$ cat config.mk
export PLATFORM = sky130hd
export DESIGN_NAME = fm_freq_meter
export DESIGN_NICKNAME = d
export VERILOG_FILES = /design/src/rtl/fm_pkg.sv /design/src/rtl/fm_freq_meter_div.sv /design/src/rtl/fm_freq_meter.sv
export SDC_FILE = /design/constraint.sdc
export NUM_CORES = 1
export LEC_CHECK = 0
export ABC_AREA = 1
export ABC_CLOCK_PERIOD_IN_PS = 3100
export CAP_MARGIN = 15
export CORE_MARGIN = 5
export CORE_UTILIZATION = 60
export CTS_BUF_LIST = sky130_fd_sc_hd__clkbuf_2
export CTS_CLUSTER_SIZE = 14
export DETAILED_ROUTE_END_ITERATION = 8
export PLACE_DENSITY = 0.88
export SYNTH_ARGS = -nofsm -noshare
export SYNTH_HDL_FRONTEND = slang
export SYNTH_SLANG_ARGS = --single-unit
export TNS_END_PERCENT = 20
$ cat constraint.sdc
create_clock -name clk -period 3.1 [get_ports clk]
set_clock_uncertainty 0.15 [all_clocks]
set_input_delay 0.465 -clock clk [delete_from_list [all_inputs] [get_ports clk]]
set_output_delay 0.465 -clock clk [all_outputs]
set_load 0.02 [all_outputs]
$ cat src/rtl/fm_pkg.sv
// Purpose: shared types and constants for the FM frequency meter.
// Latency: n/a (declarations only).
// Backpressure: n/a.
package fm_pkg;

  // Frequency-word width shared with the DDS generator.
  localparam int PW_DEF = 32;

  typedef enum logic [1:0] {
    IDLE = 2'd0,
    MEAS = 2'd1,
    DIV  = 2'd2
  } meter_state_e;

  typedef logic signed [PW_DEF-1:0] freq_word_t;

endpackage

$ cat src/rtl/fm_freq_meter_div.sv
// Purpose: sequential restoring unsigned divider, one quotient bit per enabled cycle.
// Latency: NW enabled cycles after start; done/quo are valid combinationally on the last one.
// Backpressure: none; en low freezes the iteration, start must only be pulsed when idle.
// Ports: clk, rst (async active-low), en, start, num/den operands in, done strobe, quo result.
module seq_udiv #(
  parameter int NW = 37,
  parameter int DW = 24
) (
  input  logic          clk,
  input  logic          rst,
  input  logic          en,
  input  logic          start,
  input  logic [NW-1:0] num,
  input  logic [DW-1:0] den,
  output logic          done,
  output logic [NW-1:0] quo
);

  localparam int SW = $clog2(NW);

  logic          active;
  logic [SW-1:0] step;
  logic [NW-1:0] num_sh;
  logic [NW-1:0] q;
  logic [DW-1:0] den_q;
  logic [DW-1:0] rem;

  logic [DW:0]   trial;
  logic [DW:0]   diff;
  logic          ge;
  logic [DW-1:0] rem_nxt;

  // rem < den always, so trial < 2*den and the restored remainder fits DW bits.
  always_comb begin
    trial   = {rem, num_sh[NW-1]};
    diff    = trial - {1'b0, den_q};
    ge      = (trial >= {1'b0, den_q});
    rem_nxt = ge ? diff[DW-1:0] : trial[DW-1:0];
  end

  assign quo  = {q[NW-2:0], ge};
  assign done = active & en & (step == SW'(NW-1));

  always_ff @(posedge clk or negedge rst) begin
    if (!rst) begin
      active <= 1'b0;
      step   <= '0;
      num_sh <= '0;
      q      <= '0;
      den_q  <= '0;
      rem    <= '0;
    end else if (start) begin
      active <= 1'b1;
      step   <= '0;
      num_sh <= num;
      q      <= '0;
      den_q  <= den;
      rem    <= '0;
    end else if (active && en) begin
      num_sh <= num_sh << 1;
      q      <= quo;
      rem    <= rem_nxt;
      step   <= step + 1'b1;
      if (done) active <= 1'b0;
    end
  end

endmodule

$ cat src/rtl/fm_freq_meter.sv
// Purpose: measures the frequency of a signed sinusoid over 2^LNP periods, output as a DDS tuning word.
// Latency: gate of 2^LNP periods, then PW+LNP+1 enabled cycles of division before freq_vld.
// Backpressure: none; en low freezes everything, freq_vld is a single-cycle pulse regardless of en.
// Ports: clk, rst (async active-low), en, din (signed sample) in; freq, freq_vld, no_sig, busy out.
module fm_freq_meter
  import fm_pkg::*;
#(
  parameter int PW   = PW_DEF,
  parameter int DW   = 10,
  parameter int LNP  = 4,
  parameter int CW   = 24,
  parameter int HYST = 16
) (
  input  logic                 clk,
  input  logic                 rst,
  input  logic                 en,
  input  logic signed [DW-1:0] din,
  output logic signed [PW-1:0] freq,
  output logic                 freq_vld,
  output logic                 no_sig,
  output logic                 busy
);

  localparam int NW = PW + LNP + 1;
  localparam logic [CW-1:0]        CNT_MAX  = '1;
  localparam logic [LNP-1:0]       ECNT_END = '1;
  localparam logic signed [DW-1:0] THR_HI   = DW'(HYST);
  localparam logic signed [DW-1:0] THR_LO   = DW'(-HYST);
  // Dividend 2^(PW+LNP): NP periods scaled to the DDS word.
  localparam logic [NW-1:0]        DIVIDEND = {1'b1, {(NW-1){1'b0}}};
  localparam logic [PW-1:0]        FREQ_SAT = {1'b0, {(PW-1){1'b1}}};

  meter_state_e   state;
  logic [CW-1:0]  cnt;
  logic [LNP-1:0] ecnt;
  logic           pol;
  logic           edge_stb;

  logic           above;
  logic           below;
  logic           div_start;
  logic           div_done;
  logic [NW-1:0]  quo;
  logic [PW-1:0]  quo_sat;

  assign above = (din > THR_HI);
  assign below = (din < THR_LO);

  // Hysteretic polarity tracker; the edge strobe holds through disabled
  // cycles so the FSM sees it on the next enabled cycle.
  always_ff @(posedge clk or negedge rst) begin
    if (!rst) begin
      pol      <= 1'b0;
      edge_stb <= 1'b0;
    end else if (en) begin
      edge_stb <= above & ~pol;
      if (above)      pol <= 1'b1;
      else if (below) pol <= 1'b0;
    end
  end

  // Closing edge of the gate; cnt+1 is then the enabled-cycle span of NP periods.
  assign div_start = en & (state == MEAS) & edge_stb & (ecnt == ECNT_END) & (cnt != CNT_MAX);

  seq_udiv #(
    .NW (NW),
    .DW (CW)
  ) u_div (
    .clk   (clk),
    .rst   (rst),
    .en    (en),
    .start (div_start),
    .num   (DIVIDEND),
    .den   (cnt + 1'b1),
    .done  (div_done),
    .quo   (quo)
  );

  // Anything at or above 2^(PW-1) does not fit the signed word.
  assign quo_sat = (|quo[NW-1:PW-1]) ? FREQ_SAT : quo[PW-1:0];
  assign busy    = (state != IDLE);

  always_ff @(posedge clk or negedge rst) begin
    if (!rst) begin
      state    <= IDLE;
      cnt      <= '0;
      ecnt     <= '0;
      freq     <= '0;
      freq_vld <= 1'b0;
      no_sig   <= 1'b0;
    end else begin
      freq_vld <= 1'b0;
      if (en) begin
        case (state)
          IDLE: begin
            if (edge_stb) begin
              state <= MEAS;
              cnt   <= '0;
              ecnt  <= '0;
            end else if (cnt == CNT_MAX) begin
              cnt      <= '0;
              freq     <= '0;
              freq_vld <= 1'b1;
              no_sig   <= 1'b1;
            end else begin
              cnt <= cnt + 1'b1;
            end
          end
          MEAS: begin
            if (cnt == CNT_MAX) begin
              state    <= IDLE;
              cnt      <= '0;
              freq     <= '0;
              freq_vld <= 1'b1;
              no_sig   <= 1'b1;
            end else begin
              cnt <= cnt + 1'b1;
              if (edge_stb) begin
                if (ecnt == ECNT_END) state <= DIV;
                else                  ecnt  <= ecnt + 1'b1;
              end
            end
          end
          DIV: begin
            if (div_done) begin
              state    <= IDLE;
              cnt      <= '0;
              freq     <= $signed(quo_sat);
              freq_vld <= 1'b1;
              no_sig   <= 1'b0;
            end
          end
          default: state <= IDLE;
        endcase
      end
    end
  end

endmodule

==> results of run 1 <==
## state kept, by name (all words and copies together) (netlist names)
signal and cells:
no_sig 1, pol 1, u_div.step 6, u_div.active 1, state 2, u_div.q 36, u_div.num_sh 1, ecnt 4
u_div.rem 24, u_div.den_q 24, edge_stb 1, cnt 24, freq 32, freq_vld 1
## worst max-delay path: cells and delay by family, from the launching register on
| kind | cells | cell delay, ns |
|---|---|---|
| fa+ha+maj | 1 | 0.23 |
| buf+inv | 3 | 0.82 |
| flops | 1 | 0.47 |
## stage by stage
step,total power [mW],area [µm²]
2_1_floorplan,2.11,9090
3_3_place_gp,2.18,9770
3_5_place_dp,2.18,9770
4_1_cts,3.31,10000
5_1_grt,3.40,10100
6_report,3.28,10100
## routing by layer
| layer | track usage (%) | routed length, µm | vias to the layer above | part of all wire [%] |
|---|---|---|---|---|
| li1 | - | - | 3886 | - |
| met2 | 39.7 | 10000 | 274 | 48 |
| met5 | 0 | 0 | - | 0 |
| met4 | 8.86 | 456 | 0 | 2.2 |
| met1 | 32.7 | 9090 | 3768 | 44 |
| met3 | 3.32 | 1220 | 42 | 5.9 |
## repair_timing
action                                  CTS  global route
buffers inserted                          0             0
hold buffers                              3             0
endpoints found under the hold margin   158             0
resized for setup                         0             1
endpoints found under the setup margin    0             1
## final cells by class
type / instances / area (µm²) / area share [%]
Multi-Input combinational cell: 782 / 4180 / 41.6
Tap cell: 188 / 235 / 2.34
Inverter: 199 / 747 / 7.43
Timing Repair Buffer: 67 / 679 / 6.76
Antenna cell: 1 / 2.50 / 0.0249
Clock inverter: 15 / 163 / 1.62
Clock buffer: 17 / 85.1 / 0.847
Sequential cell: 158 / 3960 / 39.4
## worst max-delay path by stage
stage | start | endpoint | slack, ns | cells past startpoint
after floorplan | u_div.rem[6] | u_div.rem[10] | 0.91 | 13
after global placement | en | u_div.step[0] | 0.44 | 8
after detailed placement | en | cnt[22] | 0.23 | 10
after CTS | state[0] | busy | 0.09 | 4
after global routing | state[1] | busy | 0.05 | 4
final | state[1] | busy | 0.20 | 4
## cell usage after synthesis
library cell  number  area share [%]
a21oi_2            1           0.096
o22ai_2           30             4.1
or2_2              4            0.28
nor3_2             3            0.33
a21boi_0           1           0.083
and2_1             1           0.069
buf_4              6            0.50
o22ai_1           20             1.4
nand2_4            1            0.12
buf_2             12            0.66
nor2_8             1            0.22
ha_1              32             4.4
o21ai_0           79             4.3
o21ai_1           16            0.88
inv_1            194             8.0
nor4_1             4            0.28
nor2_1            55             2.3
dfrtp_1          158              43
nand2_2            4            0.28
xor2_1            23             2.2
buf_6              4            0.50
a211oi_1           1           0.083
nand2_1          340              14
xnor2_1           10            0.96
nor2_2             2            0.14
nand3_2            1            0.11
o21bai_1           2            0.17
inv_2              5            0.21
fa_1               1            0.22
nand3_1           75             4.1
o31ai_1            2            0.17
nor4_2             1            0.14
clkbuf_1          16            0.66
nor3_1            12            0.66
a21oi_1           21             1.2
nand4_1           39             2.7
## power by group through the flow
stage                     logic [mW]  registers, mW  clock network [mW]
final                         0.0726           2.07                1.14
after global routing          0.0850           2.07                1.24
after detailed placement      0.0724           2.11                   0
after global placement        0.0712           2.10                   0
after floorplan              0.00745           2.11                   0
after CTS                     0.0756           2.07                1.16
## logic make-up (layout without fill, tap and decap cells)
kind of cell / Yosys count / after routing / share of synthesized area (%)
AND/OR/NAND/NOR: 543 / 543 / 25.7
buffers and inverters: 237 / 298 / 10.5
AO/OA/AOI/OAI: 173 / 173 / 12.5
flip-flops: 158 / 158 / 43.5
adder cells (fa/ha/maj): 33 / 33 / 4.62
XOR/XNOR: 33 / 33 / 3.18
other: 0 / 1 / 0
==> results.tsv, run 1 <==
metric	value	unit
ys_seq_area_share	43.5	%
finish.utilization	66.9	%
cpPeakStageDelay	0.61	ns
crit_path_max_fanout	4	
cp_data_arrival_time	2.29	ns
p_sw	917	µW
synth_fp_nets	1223	
hold_path_end	pol	
cts.path.max_buffers	2	
maxCapViolCount	0	
reg2reg_to	u_div.rem[21]	
pin_count	48	
first_global_vias	7550	
wl_per_cell	14.6	µm
path_cells	inv_1 -> ha_1 -> inv_1 -> clkdlybuf4s50_1	
rrSetupSlack	0.37	ns
pwr-share-seq	63.2	%
drt_iter0_markers	629	
yosys_warnings	0	
finalMaxSlewViolations	0	
worstRegToRegCells	11	
dr.pass1.iters	7	
hold_viol	0	
hold_depth	4	
relSlewSlack	62.9	%
worstSetupPathType	reg2out	
p_int	2.36	mW
status	complete, no violations	
layout_common_cells	340 x nand2_1, 194 x inv_1, 157 x dfrtp_1	
setup_tns	0	ns
syn_avg_cell_area	7.73	µm²
area_growth	10.5	%
min-delay-path-class	in2reg	
power_frac_clock	34.6	%
dp_hpwl	15.1	mm
grt_pass1_wl	35.2	mm
slowest_stage	clkdlybuf4s50_1	
die_h	133	µm
fmax	344	MHz
comb_power_share	2.2	%
port-buffer-count	47	
setup_ws	0.196	ns
pre_cts_ws	0.228	ns
vias_per_cell	5.59	
grt_max_degree	61	
die_x	133	µm
mostFrequentLayoutCell	nand2_1	
p_per_area	326	mW/mm²
antenna_left	0	
hp-start	din[9]	
route.vias.total	7970	
switching_share	28.0	%
route.detailed.drc	0	
initial_core_util	60.5	%
rsz0062_at_grt	false	
core	0.0150	mm²
r2r-start	u_div.rem[15]	
peakVddDrop	0.000203	V
fillers	1174	
final.min_clock_period	2.90	ns
rows	45	
crit_path_start_kind	flop	
syn_area	0.00909	mm²
totalWireLength	20.8	mm
tritoncts	yes	
gp_congestion	0.957	
finalNonFillerCells	1427	
clk_latency	0.77	ns
whs	0.172	ns
ys_types	36	
synth_seq_cells	158	
clk_pin_slew	0.27	ns
grtUsageTotal	24.1	%
clock-sinks	158	
worst_pin_slew	0.556	ns
cts_root_buffer	clkbuf_2	
required	2.48	ns
cts_made_buffers	17	
synth_cells	1177	
overflow	0	
place_inst	1391	
cp-end-kind	primary output	
finalSetupViolCount	0	
drive_above_1_share	8.40	%
nNetsFinal	1271	
static-leakage-power	5.32	nW
dieArea	0.0177	mm²
fin_crit_sh	93.7	%
cpMostUsedCell	inv_1	
h-tree-depth	4	
grt_antenna_before_repair	1	
No activity file was read; power rests on OpenSTA's default activity.
==> run 2: changes to the inputs <==
Settings changed: ABC_CLOCK_PERIOD_IN_PS 3100 to 3540, HOLD_SLACK_MARGIN set to 0.05.
Clock period 3.1 ns to 3.54 ns, I/O delays scaled along.
==> run 2 against run 1 <==
Net effect:
- worst hold slack better by 0.067 ns
- register-to-register slack better by 0.19 ns
- design area down 1.1%
- sequential power down 13%
- non-clock buffer count down 6
- sequential cell count unchanged
- via count down 1.4%
- critical path type is now reg2reg
- largest cell class unchanged
- largest power group unchanged
==> results.tsv, run 2 (synthesized netlist as in run 1, its figures left out) <==
metric	value	unit	change
route.detailed.drc	0		unchanged
clk_latency	0.72	ns	-0.05 ns
grt_antenna_before_repair	1		unchanged
route.vias.total	7856		-1.4%
reg_top3	u_div.q (36), freq (32)		
tritoncts	yes		
peakVddDrop	0.000248	V	+22%
cpMostUsedCell	nand2_1		
cts_made_buffers	17		unchanged
cp_data_arrival_time	3.49	ns	+1.20 ns
finalSetupViolCount	0		unchanged
post_cts_resized	0		unchanged
grt_max_degree	85		+39%
core	0.0150	mm²	unchanged
overflow	0		unchanged
p_sw	731	µW	-20%
path_delay_family	simple AND/OR/NAND/NOR gates		
drive_above_1_share	7.96	%	-0.44 points
finalMaxSlewViolations	0		unchanged
power_frac_clock	32.2	%	-2.4 points
status	complete, no violations		
maxCapViolCount	0		unchanged
fmax	336	MHz	
clk_pin_slew	0.23	ns	-0.04 ns
drt_iter0_markers	588		-6.5%
totalWireLength	20.5	mm	-1.4%
worst_pin_slew	1.02	ns	+0.459 ns
initial_core_util	60.5	%	unchanged
place_inst	1387		-0.29%
setup_tns	0	ns	unchanged
fin_crit_sh	84.1	%	
antenna_left	0		unchanged
power.total	2.76	mW	-16%
area_growth	9.26	%	
pwr-share-seq	65.6	%	+2.4 points
mostFrequentLayoutCell	nand2_1		
grt_pass1_wl	35.2	mm	+0.14%
slowest_stage	dfrtp_1		
largest_reg_flops	36		unchanged
clock-sinks	158		unchanged
h-tree-depth	4		unchanged
rows	45		unchanged
grtUsageTotal	24.0	%	-0.044 points
hold_viol	0		unchanged
dr.pass1.iters	5		-2
regArea	0.00395	mm²	about the same
worstSetupPathType	reg2reg		
die_x	133	µm	unchanged
pin_count	48		unchanged
static-leakage-power	5.28	nW	-0.85%
crit_path_max_fanout	50		+46
multi_input_area	0.00418	mm²	unchanged
switching_share	26.5	%	-1.5 points
cpPeakStageDelay	0.46	ns	-0.15 ns
nNetsFinal	1265		-0.47%
fillers	1233		+5.0%
cts_root_buffer	clkbuf_2		
wl_per_cell	14.4	µm	-0.99%
comb_power_share	2.2	%	about the same
min-delay-path-class	in2async		
required	4.05	ns	+1.57 ns
p_per_area	278	mW/mm²	-15%
p_int	2.03	mW	-14%
top_register	u_div.q		
dieArea	0.0177	mm²	unchanged
dp_hpwl	14.9	mm	-1.5%
layout_common_cells	340 x nand2_1, 194 x inv_1, 158 x dfrtp_1		
rsz0062_at_grt	false		
cp-end-kind	flop		
first_global_vias	7573		+0.30%
final.min_clock_period	2.98	ns	
gp_congestion	0.968		+1.1%
cts.path.max_buffers	2		unchanged
vias_per_cell	5.53		-1.0%
finalNonFillerCells	1421		-0.42%
port-buffer-count	47		unchanged
path_cells	ha_1 -> nand3_1 -> inv_1 -> nand2_1 -> nor2_2 -> nand2_2 -> nand2_4 -> buf_4 -> nand2_2 -> inv_2 -> nand2_1 -> nand2_1		
worst-path-buf-inv	3		unchanged
relSlewSlack	32.1	%	-31 points
die_h	133	µm	unchanged
crit_path_start_kind	flop		
-- run 2: area by class of cell --
type | count | share of cell area [%]
diodes | 2 | 0.0504
repair buffers | 61 | 6.21
well taps | 188 | 2.37
inverters | 199 | 7.52
flip-flops and latches | 158 | 39.8
clock buffers | 18 | 0.907
clock inverters | 13 | 1.06
multi-input cells | 782 | 42.1
-- run 2: timing repair --
action / in CTS / in global routing
setup buffers: 0 / 0
endpoints found under the setup margin: 0 / 0
hold buffers: 1 / 0
endpoints found under the hold margin: 82 / 0
-- run 2: per-stage QoR --
step | hold slack, ns | utilization (%) | setup WS (ns) | area [µm²]
4_1_cts | 0.221 | 66.1 | 0.539 | 9930
3_3_place_gp | 0.285 | 64.7 | 0.606 | 9730
6_report | 0.239 | 66.1 | 0.561 | 9940
3_5_place_dp | 0.300 | 64.7 | 0.525 | 9730
5_1_grt | 0.242 | 66.1 | 0.320 | 9940
2_1_floorplan | 0.0854 | - | 1.35 | 9090
-- run 2: worst paths after layout --
check	startpoint	endpoint	slack [ns]	cells past startpoint
min in group clk	en	edge_stb	0.31	2
worst min-delay path	rst	cnt[6]	0.24	2
worst min register to register	pol	edge_stb	0.33	1
worst max-delay path	cnt[0]	u_div.rem[13]	0.56	12
max in group asynchronous	rst	u_div.q[1]	2.13	3
worst max register to register	cnt[0]	u_div.rem[13]	0.56	12
-- run 2: layer usage --
metal	share of wire [%]	vias to the layer above	GRT usage (%)
li1	-	3868	-
met1	44	3682	33.0
met2	48	271	39.4
met3	6.2	35	4.08
met4	2.0	0	7.43
met5	0	-	0
-- run 2: power by group through the flow --
stage | registers, mW | logic, mW | clock network (mW)
CTS | 1.81 | 0.0634 | 0.897
detailed placement | 1.84 | 0.0625 | 0
global route | 1.82 | 0.0714 | 0.988
finish | 1.81 | 0.0604 | 0.889
floorplan | 1.84 | 0.00653 | 0
global placement | 1.84 | 0.0608 | 0
